### src/rtl/modulo_matriz_buffer.sv
// rtl/modulo_matriz_buffer.sv - ROWS x COLS LED matrix frame buffer with multiplexed row scanner
// Define MATRIZ_DBUF_EN for separate write/display buffers with a frame-aligned swap.
module modulo_matriz_buffer #(
  parameter int ROWS     = 7,
  parameter int COLS     = 5,
  parameter int SCAN_DIV = 50000,
  localparam int RW      = $clog2(ROWS)
) (
  input  logic                 clk,
  input  logic                 clr,
  input  logic                 wr_en,
  input  logic [RW-1:0]        wr_row,
  input  logic [COLS-1:0]      wr_data,
  input  logic                 clr_all,
  input  logic                 swap_req,
  output logic                 swap_ack,
  output logic                 frame_start,
  output logic [ROWS-1:0]      row_sel,
  output logic [COLS-1:0]      col_out,
  output logic [ROWS*COLS-1:0] frame_out
);

  localparam int CW  = (SCAN_DIV > 1) ? $clog2(SCAN_DIV) : 1;
  localparam int RW1 = RW + 1;
  localparam logic [CW-1:0] CNT_MAX = CW'(SCAN_DIV - 1);
  localparam logic [RW-1:0] ROW_MAX = RW'(ROWS - 1);
  localparam logic [RW:0]   ROW_LIM = RW1'(ROWS);

  logic [ROWS-1:0][COLS-1:0] wbuf;
  logic [ROWS-1:0][COLS-1:0] disp;
  logic [CW-1:0]             cnt;
  logic [RW-1:0]             row_idx;
  logic [RW-1:0]             next_row;
  logic                      tick;
  logic                      wrap;
  logic                      row_ok;

  assign tick      = (cnt == CNT_MAX);
  assign wrap      = tick && (row_idx == ROW_MAX);
  assign row_ok    = ({1'b0, wr_row} < ROW_LIM);
  assign frame_out = disp;

  always_comb begin
    next_row = row_idx;
    if (tick) next_row = (row_idx == ROW_MAX) ? '0 : row_idx + RW'(1);
  end

  always_ff @(posedge clk or posedge clr) begin
    if (clr) begin
      wbuf <= '0;
    end else if (clr_all) begin
      wbuf <= '0;
    end else if (wr_en && row_ok) begin
      wbuf[wr_row] <= wr_data;
    end
  end

`ifdef MATRIZ_DBUF_EN
  logic pending;

  // Commit copies the pre-edge write buffer, so a same-cycle write lands only in wbuf.
  always_ff @(posedge clk or posedge clr) begin
    if (clr) begin
      disp     <= '0;
      pending  <= 1'b0;
      swap_ack <= 1'b0;
    end else begin
      swap_ack <= wrap && pending;
      if (wrap && pending) begin
        disp    <= wbuf;
        pending <= 1'b0;
      end else if (swap_req) begin
        pending <= 1'b1;
      end
    end
  end
`else
  logic unused_swap_req;

  assign unused_swap_req = swap_req;
  assign disp            = wbuf;
  assign swap_ack        = 1'b0;
`endif

  // col_out samples the registered display, so content edits reach it one edge after frame_out.
  always_ff @(posedge clk or posedge clr) begin
    if (clr) begin
      cnt         <= '0;
      row_idx     <= '0;
      row_sel     <= ROWS'(1);
      col_out     <= '0;
      frame_start <= 1'b0;
    end else begin
      cnt         <= tick ? '0 : cnt + CW'(1);
      row_idx     <= next_row;
      row_sel     <= ROWS'(1) << next_row;
      col_out     <= disp[next_row];
      frame_start <= wrap;
    end
  end

endmodule

### config.mk
export PLATFORM = sky130hd
export DESIGN_NAME = modulo_matriz_buffer
export DESIGN_NICKNAME = d
export VERILOG_FILES = /design/src/rtl/modulo_matriz_buffer.sv
export SDC_FILE = /design/constraint.sdc
export NUM_CORES = 1
export LEC_CHECK = 0
export CAP_MARGIN = 20
export CORE_ASPECT_RATIO = 1.4
export CORE_MARGIN = 2
export CORE_UTILIZATION = 48
export DETAILED_ROUTE_END_ITERATION = 7
export PLACE_DENSITY = 0.78
export SLEW_MARGIN = 20
export SYNTH_ARGS = -nofsm -noshare
export SYNTH_HDL_FRONTEND = slang
export SYNTH_SLANG_ARGS = --single-unit
export TNS_END_PERCENT = 5
### constraint.sdc
create_clock -name clk -period 2 [get_ports clk]
set_input_delay 0.4 -clock clk [delete_from_list [all_inputs] [get_ports clk]]
set_output_delay 0.4 -clock clk [all_outputs]
set_load 0.02 [all_outputs]
# Word-level counts from Yosys, hierarchy flattened

Cells that the tools add are included.

Shift operators: 1
Reductions and logical operators: 4
Div/mod/pow operators: 0
Order comparisons: 4
Bitwise logic cells: 0
Add/subtract/negate cells: 2
Eq/ne operators: 2
Multiply operators: 0
Muxes and demuxes: 10

Operators by type and width:

| operator                | number |
|---|---|
| $mux W35                | 2 |
| $bwmux W35              | 1 |
| $add A16 B1 Y16 const B | 1 |
| $eq A16 B16 Y1 const B  | 1 |
| $mux W16                | 1 |
| $bmux W5 S3             | 1 |
| $demux W5 S3            | 1 |
| $mux W5                 | 2 |
| $lt A3 B4 Y1 const B    | 2 |
| $shl A1 B3 Y7 const A   | 1 |
| $mux W3                 | 2 |
| $add A3 B1 Y3 const B   | 1 |
| $eq A3 B3 Y1 const B    | 1 |
| $ge A3 B1 Y1 const B    | 1 |
| $logic_and A1 B1 Y1     | 3 |
| $lt A3 B3 Y1 const B    | 1 |
| $reduce_bool A2 Y1      | 1 |

Register bits after elaboration: 67
Memories: 0
Memory bits (writable): 0
Output and inout port bits: 49
Bits in latches: 0
Word-level logic and storage cells: 35
ROM bits: 0

# Longest topological paths before layout

Gate-level depths: netlist of run 1.

Depth in word-level cells: 7
Mapped depth: 8

# Least setup slack after synthesis of run 1

Ideal clock, no wire load.

Path type: register -> register
Start point: reg cnt[0]
End point: reg col_out[0]
Data arrival time: 1634 ps
Cell stages (with the launch flop): 9
Setup slack: 233 ps
Cells stage by stage: dfrtp_1 -> ha_1 -> and3_1 -> nand4_2 -> buf_4 -> buf_6 -> and3_1 -> o21ai_0 -> nand4b_1

Cells in the longest elaborated chain, start to end: 4

RTL lines:

| element                       | RTL line | text |
|---|---|---|
| from (decl)                   | 31       | `logic [CW-1:0] cnt;` |
| from (signal assigned)        | 94       | `cnt <= tick ? '0 : cnt + CW'(1);` |
| $eq A16 B16 Y1                | 38       | `assign tick = (cnt == CNT_MAX);` |
| $mux W3                       | 45       | `if (tick) next_row = (row_idx == ROW_MAX) ? '0 : row_idx + RW'(1);` |
| $bmux W5 S3                   | 97       | `col_out <= disp[next_row];` |
| $mux W5 (implied by the code) | 97       |  |
| to (signal assigned)          | 97       |  |
| to (decl)                     | 19       | `output logic [COLS-1:0] col_out,` |

No other way between the ends. The select of a mux whose other input is x is not followed.
A chain may end at the register's enable or synchronous reset.

# Worst setup path after layout of run 1

Start point: reg cnt[10]
End point: reg col_out[0]

The elaborated chain is that of the path after synthesis.

==> impl_metrics.py, run 1 <==
metrics = {
    "clock_tree": {
        "path_clk_slew_ns": 0.07,
        "clock_path_buffers": 2,
        "cts_buffers": 9,
        "clock_latency_ns": 0.35,
        "clock-root-buffer": "clkbuf_8",
        "cts_tree": "done",
        "cts.sinks": 67,
        "cts_htree_levels": 3,
    },
    "logic_synthesis": {
        "yosys_warnings": 0,
        "synth_top_area_frac": 0.465,
        "synth_area_um2": 3550,
        "synth_edf_count": 0,
        "ys_ff_latch": 67,
        "ys_dominant_reg_cell": "dfrtp_1",
        "synth.area.top_cells": "dfrtp_1 (46%), mux2i_1 (14%), nor2_1 (5.7%)",
        "synthTopCellsByCount": "dfrtp_1 (66), nor2_1 (54), mux2i_1 (49), clkbuf_1 (17), nand2_1 (13)",
        "syn_nets": 360,
        "synth-async-reset-ratio": 1.00,
        "yosysTopAreaCell": "dfrtp_1",
        "yosys.cell_count.top_type": "dfrtp_1",
        "seq_area_frac_synth": 0.472,
        "synth.avg_cell_area_um2": 10.3,
        "netlist_instances": 346,
        "ys_types": 47,
    },
    "cells_and_area": {
        "layout-drive-gt1-share": 0.136,
        "final_nets": 430,
        "final_util": 0.638,
        "area_growth_pct": 30.6,
        "antenna_cells": 0,
        "fillers": 598,
    },
    "placed_design": {
        "hpwl_mm": 6.05,
        "gp_congestion": 0.923,
        "post-place-ws_ns": -0.0124,
        "io_buffers": 59,
    },
    "drt": {
        "firstDrtPassIters": 4,
        "drt_iter0_drc": 326,
        "wl_mm": 8.64,
        "viasPerCell": 5.56,
        "via_count": 2877,
        "wl_per_cell_um": 16.7,
        "drc": 0,
        "ant_nets": 0,
    },
    "die": {
        "ioPinCount": 62,
        "die_x_um": 76.7,
        "die_area_um2": 8110,
        "core_um2": 7270,
        "start_util": 0.489,
        "fp.dieH_um": 106,
        "rows": 37,
    },
    "sta": {
        "fin_ws_ns": 0.0539,
        "period_minus_slack_ns": 1.95,
        "max_clock_freq_mhz": 514,
        "hold_violations": 0,
        "setup_viol": 0,
        "period_share": 0.973,
        "slew_viol_final": 0,
        "rsz0062_at_grt": "true",
        "skew_ns": 0.0118,
    },
    "setup_path": {
        "endpoint_kind": "register",
        "r2r_cells": 6,
        "cp.required_ns": 2.23,
        "cp.arrival_ns": 2.17,
        "start_kind": "register",
        "cp_max_fo": 8,
        "critPathKind": "register to register",
    },
    "power": {
        "power.density_nw_per_um2": 604,
        "ir_drop_uv": 444,
        "power_uw": 2800,
        "p_leak_uw": 0.00210,
    },
    "global_routing": {
        "grt_pass1_vias": 2790,
        "grt.total_usage": 0.223,
        "antenna_found_initial": 0,
        "grt-ovfl-total": 0,
        "grt_start_max_net_pins": 68,
        "grt_pass1_wl_mm": 14.2,
    },
    "run_status": {
        "status": "finished, final reports clean",
    },
    "hold_path": {
        "hold_depth": 1,
        "hold_path_class": "register to register",
    },
    "flow_run": {
        "drv_cap": 0,
    },
}
[per-layer routing]
| layer | vias up | track usage | wire length, um |
|---|---|---|---|
| li1 | 1369 | - | - |
| met1 | 1405 | 0.292 | 3730 |
| met2 | 87 | 0.358 | 4350 |
| met3 | 16 | 0.0411 | 354 |
| met4 | 0 | 0.105 | 210 |
| met5 | - | 0 | 0 |
[power by group]
group	total, uW	internal [uW]	switching [uW]
clock	1210	724	488
combinational	198	86.6	112
sequential	1390	1370	19.2
total	2800	2180	618
[kinds of logic after synthesis]
kind of cell	count (synthesis)	share of synthesized area
other	1	0.00106
xor gates and xnor gates	13	0.0321
DFF	67	0.472
buffers and inverters	34	0.0419
AOI/OAI and AO/OA	37	0.0733
muxes	50	0.144
and+or+nand+nor	143	0.231
adders and majority gates	1	0.00352
[stage by stage]
| stage | instance area, um2 | hold slack [ns] | setup TNS, ns | std cells |
|---|---|---|---|---|
| 2_1_floorplan | 3560 | 0.452 | 0 | 346 |
| 3_3_place_gp | 4320 | 0.465 | 0 | 498 |
| 3_5_place_dp | 4320 | 0.480 | -0.0124 | 498 |
| 4_1_cts | 4530 | 0.491 | 0 | 513 |
| 5_1_grt | 4640 | 0.496 | -0.0649 | 517 |
| 6_report | 4640 | 0.485 | 0 | 517 |
[repair_timing]
item	CTS	global route
buffers inserted	0	2
cloned	0	2
endpoints found under the setup margin	1	7
pin swaps	0	5
hold buffers	0	0
endpoints found under the hold margin	0	0
resized for setup	1	11
[registers in the layout, summed over array words and instances, names as in the netlist]
register,flops
frame_out,35
cnt,16
row_sel,7
col_out,5
row_idx,3
frame_start,1
[final timing paths]
| check | startpoint | to | slack, ns |
|---|---|---|---|
| min | cnt[13] | cnt[13] | 0.48 |
| max reg2reg | cnt[10] | col_out[0] | 0.05 |
| max | cnt[10] | col_out[0] | 0.05 |
| min in group asynchronous | clr | row_sel[3] | 0.49 |
| max in group asynchronous | clr | row_sel[0] | 1.21 |
| min reg2reg | cnt[13] | cnt[13] | 0.48 |
[layout make-up]
cell class	instances	area, um2	area share
multi-input cells	245	1750	0.378
inverters	11	45.0	0.00971
well taps	97	121	0.0262
repair buffers	82	827	0.178
flip-flops and latches	67	1680	0.362
clock inverters	5	77.6	0.0167
clock buffers	10	138	0.0297
[critical path, stage by stage, from the launching register on]
cell and delay, ns:
dfrtp_2 0.44, nor4b_4 0.40, nand4_1 0.27, buf_6 0.22, mux2i_1 0.15, o221ai_1 0.14
nand4b_1 0.20
[placed cells by master, fill, tap and decap left out, drive strengths merged, types with 5 or more instances in the layout]
cell type      count
a21oi              6
and3              11
and4               5
buf               21
clkbuf            12
clkdlybuf4s50     59
dfrtp             66
inv               10
mux2i             49
nand2             13
nand2b             5
nand3             10
nand4b             7
nor2              54
nor3               8
nor3b             11
nor4b              5
o21ai             11
xor2               9
(Power assumes the default switching activity.)
==> inputs of run 2 (changes only) <==
--- a/config.mk
+++ b/config.mk
@@ -5,7 +5,6 @@
 export SDC_FILE = /design/constraint.sdc
 export NUM_CORES = 1
 export LEC_CHECK = 0
-export CAP_MARGIN = 20
 export CORE_ASPECT_RATIO = 1.4
 export CORE_MARGIN = 2
 export CORE_UTILIZATION = 48
==> results of run 2 <==
The final DEF is identical to that of run 1; final timing and power are the same.
==> inputs of run 3 (changes only) <==
--- a/config.mk
+++ b/config.mk
@@ -5,11 +5,13 @@
 export SDC_FILE = /design/constraint.sdc
 export NUM_CORES = 1
 export LEC_CHECK = 0
-export CORE_ASPECT_RATIO = 1.4
+export CELL_PAD_IN_SITES_DETAIL_PLACEMENT = 2
+export CELL_PAD_IN_SITES_GLOBAL_PLACEMENT = 2
 export CORE_MARGIN = 2
-export CORE_UTILIZATION = 48
+export CORE_UTILIZATION = 30
+export CTS_CLUSTER_SIZE = 24
 export DETAILED_ROUTE_END_ITERATION = 7
-export PLACE_DENSITY = 0.78
+export PLACE_DENSITY = 0.76
 export SLEW_MARGIN = 20
 export SYNTH_ARGS = -nofsm -noshare
 export SYNTH_HDL_FRONTEND = slang
==> run 3 against run 2 <==
  * Wire length up 36%
  * Setup slack better by 0.00063 ns
  * Final area up 2.5%
  * Total power up 12%
  * Sequential power about the same
==> impl_metrics.py, run 3 (synthesized netlist as in run 1, its figures left out) <==
metrics = {
    "run_status": {
        "status": "finished, final reports clean",
    },
    "cells_and_area": {
        "multi_input_comb_area_um2": 1740,
        "layout-drive-gt1-share": 0.142,
        "layout_common_cells": "dfrtp_1 (65), clkdlybuf4s50_1 (59), nor2_1 (54)",
        "layout_commonest_cell": "dfrtp_1",
        "register_area_um2": 1680,
        "largest_reg_flops": 35,
        "fillers": 1214,
        "area_growth_pct": 33.9,
        "antenna_cells": 0,
        "stdcell_count": 567,
        "final_nets": 433,
    },
    "power": {
        "p_leak_uw": 0.00213,
        "power_uw": 3130,
        "power.density_nw_per_um2": 658,
        "ir_drop_uv": 330,
    },
    "placed_design": {
        "hpwl_mm": 8.22,
        "dp.cells": 549,
        "gp_congestion": 0.787,
        "io_buffers": 59,
        "post-place-ws_ns": 0.0230,
    },
    "setup_path": {
        "cp_max_fo": 4,
        "cp.required_ns": 2.25,
        "cp_cell_sequence": "nor4b_4, buf_4, nand3_1, or4_4, o221ai_1, nand4b_1",
        "critPathKind": "register to register",
        "start_kind": "register",
        "worstPathBufferInverterCount": 1,
        "critPathMaxStageDelay_ns": 0.54,
        "path_delay_family": "simple AND/OR/NAND/NOR gates",
        "cp_slowest_cell": "or4_4",
        "cp.arrival_ns": 2.20,
        "endpoint_kind": "register",
    },
    "sta": {
        "setup_viol": 0,
        "period_share": 0.973,
        "max_clock_freq_mhz": 514,
        "slew_viol_final": 0,
        "fin_setup_tns_ns": 0,
        "hold_violations": 0,
        "hold_ws_ns": 0.508,
        "skew_ns": 0.00724,
        "fin_ws_ns": 0.0545,
        "period_minus_slack_ns": 1.95,
        "rsz0062_at_grt": "true",
    },
    "die": {
        "core_um2": 11500,
        "fp.dieH_um": 113,
        "rows": 39,
        "start_util": 0.310,
        "ioPinCount": 62,
        "die_x_um": 113,
        "die_area_um2": 12700,
    },
    "drt": {
        "drc": 0,
        "viasPerCell": 5.29,
        "drt_iter0_drc": 131,
        "via_count": 2999,
        "ant_nets": 0,
        "wl_per_cell_um": 20.7,
        "firstDrtPassIters": 4,
        "wl_mm": 11.7,
    },
    "hold_path": {
        "hold_path_class": "input pin to asynchronous set/reset pin",
    },
    "clock_tree": {
        "clock-root-buffer": "clkbuf_16",
        "cts_buffers": 9,
        "cts.sinks": 67,
        "path_clk_slew_ns": 0.06,
        "cts_tree": "done",
        "clock_path_buffers": 2,
        "cts_htree_levels": 3,
        "clock_latency_ns": 0.33,
        "hold_buffers": 0,
    },
    "global_routing": {
        "grt.total_usage": 0.196,
        "grt_pass1_wl_mm": 19.1,
        "antenna_found_initial": 0,
        "grt-ovfl-total": 0,
        "grt_start_max_net_pins": 68,
        "grt_pass1_vias": 3318,
    },
    "flow_run": {
        "drv_cap": 0,
    },
}
## run 3: cell count changes in the layout (fill, tap and decap cells not counted), moves of 2 or more
cell,before,now
buf_4,18,22
bufinv_16,2,0
clkbuf_8,10,3
clkbuf_16,2,9
## run 3: report_power, final
group	leakage, uW	total, uW	internal (uW)	switching (uW)
registers	0.000912	1400	1370	24.8
logic	0.00107	206	87.2	118
clock network	0.000148	1530	936	592
## run 3: worst paths after layout
check	startpoint	cells after the start	to	slack, ns
max in group asynchronous	clr	3	frame_out[10]	1.17
worst max register to register	cnt[10]	6	col_out[3]	0.05
worst max-delay path	cnt[10]	6	col_out[3]	0.05
worst min-delay path	clr	3	row_sel[5]	0.51
worst min register to register	cnt[13]	1	cnt[13]	0.51
min in group clk	cnt[13]	1	cnt[13]	0.51
## run 3: routing by layer
layer	share of wire	track usage	vias to the layer above
met5	0	0	-
li1	-	-	1376
met1	0.46	0.262	1550
met2	0.50	0.329	60
met3	0.028	0.0343	13
met4	0.013	0.0512	0
## run 3: per-stage QoR
step / util / cell area (um2)
2_1_floorplan: - / 3560
3_3_place_gp: 0.386 / 4420
3_5_place_dp: 0.386 / 4420
4_1_cts: 0.411 / 4710
5_1_grt: 0.415 / 4760
6_report: 0.415 / 4760
## run 3: layout make-up
cell class / count / share of cell area
clock buffers: 12 / 0.0560
clock inverters: 4 / 0.00500
inverters: 11 / 0.00947
multi-input cells: 245 / 0.366
well taps: 143 / 0.0376
flip-flops and latches: 67 / 0.353
repair buffers: 85 / 0.173
## run 3: repair_timing
item	4_1_cts	5_1_grt
gates resized for setup	0	9
setup endpoints to repair	0	7
setup buffers	0	2
endpoints found under the hold margin	0	0
## run 3: tightest hold or removal path: stages
cell             delay (ns)
clkdlybuf4s50_1        0.44
clkinvlp_4             0.10
buf_12                 0.30
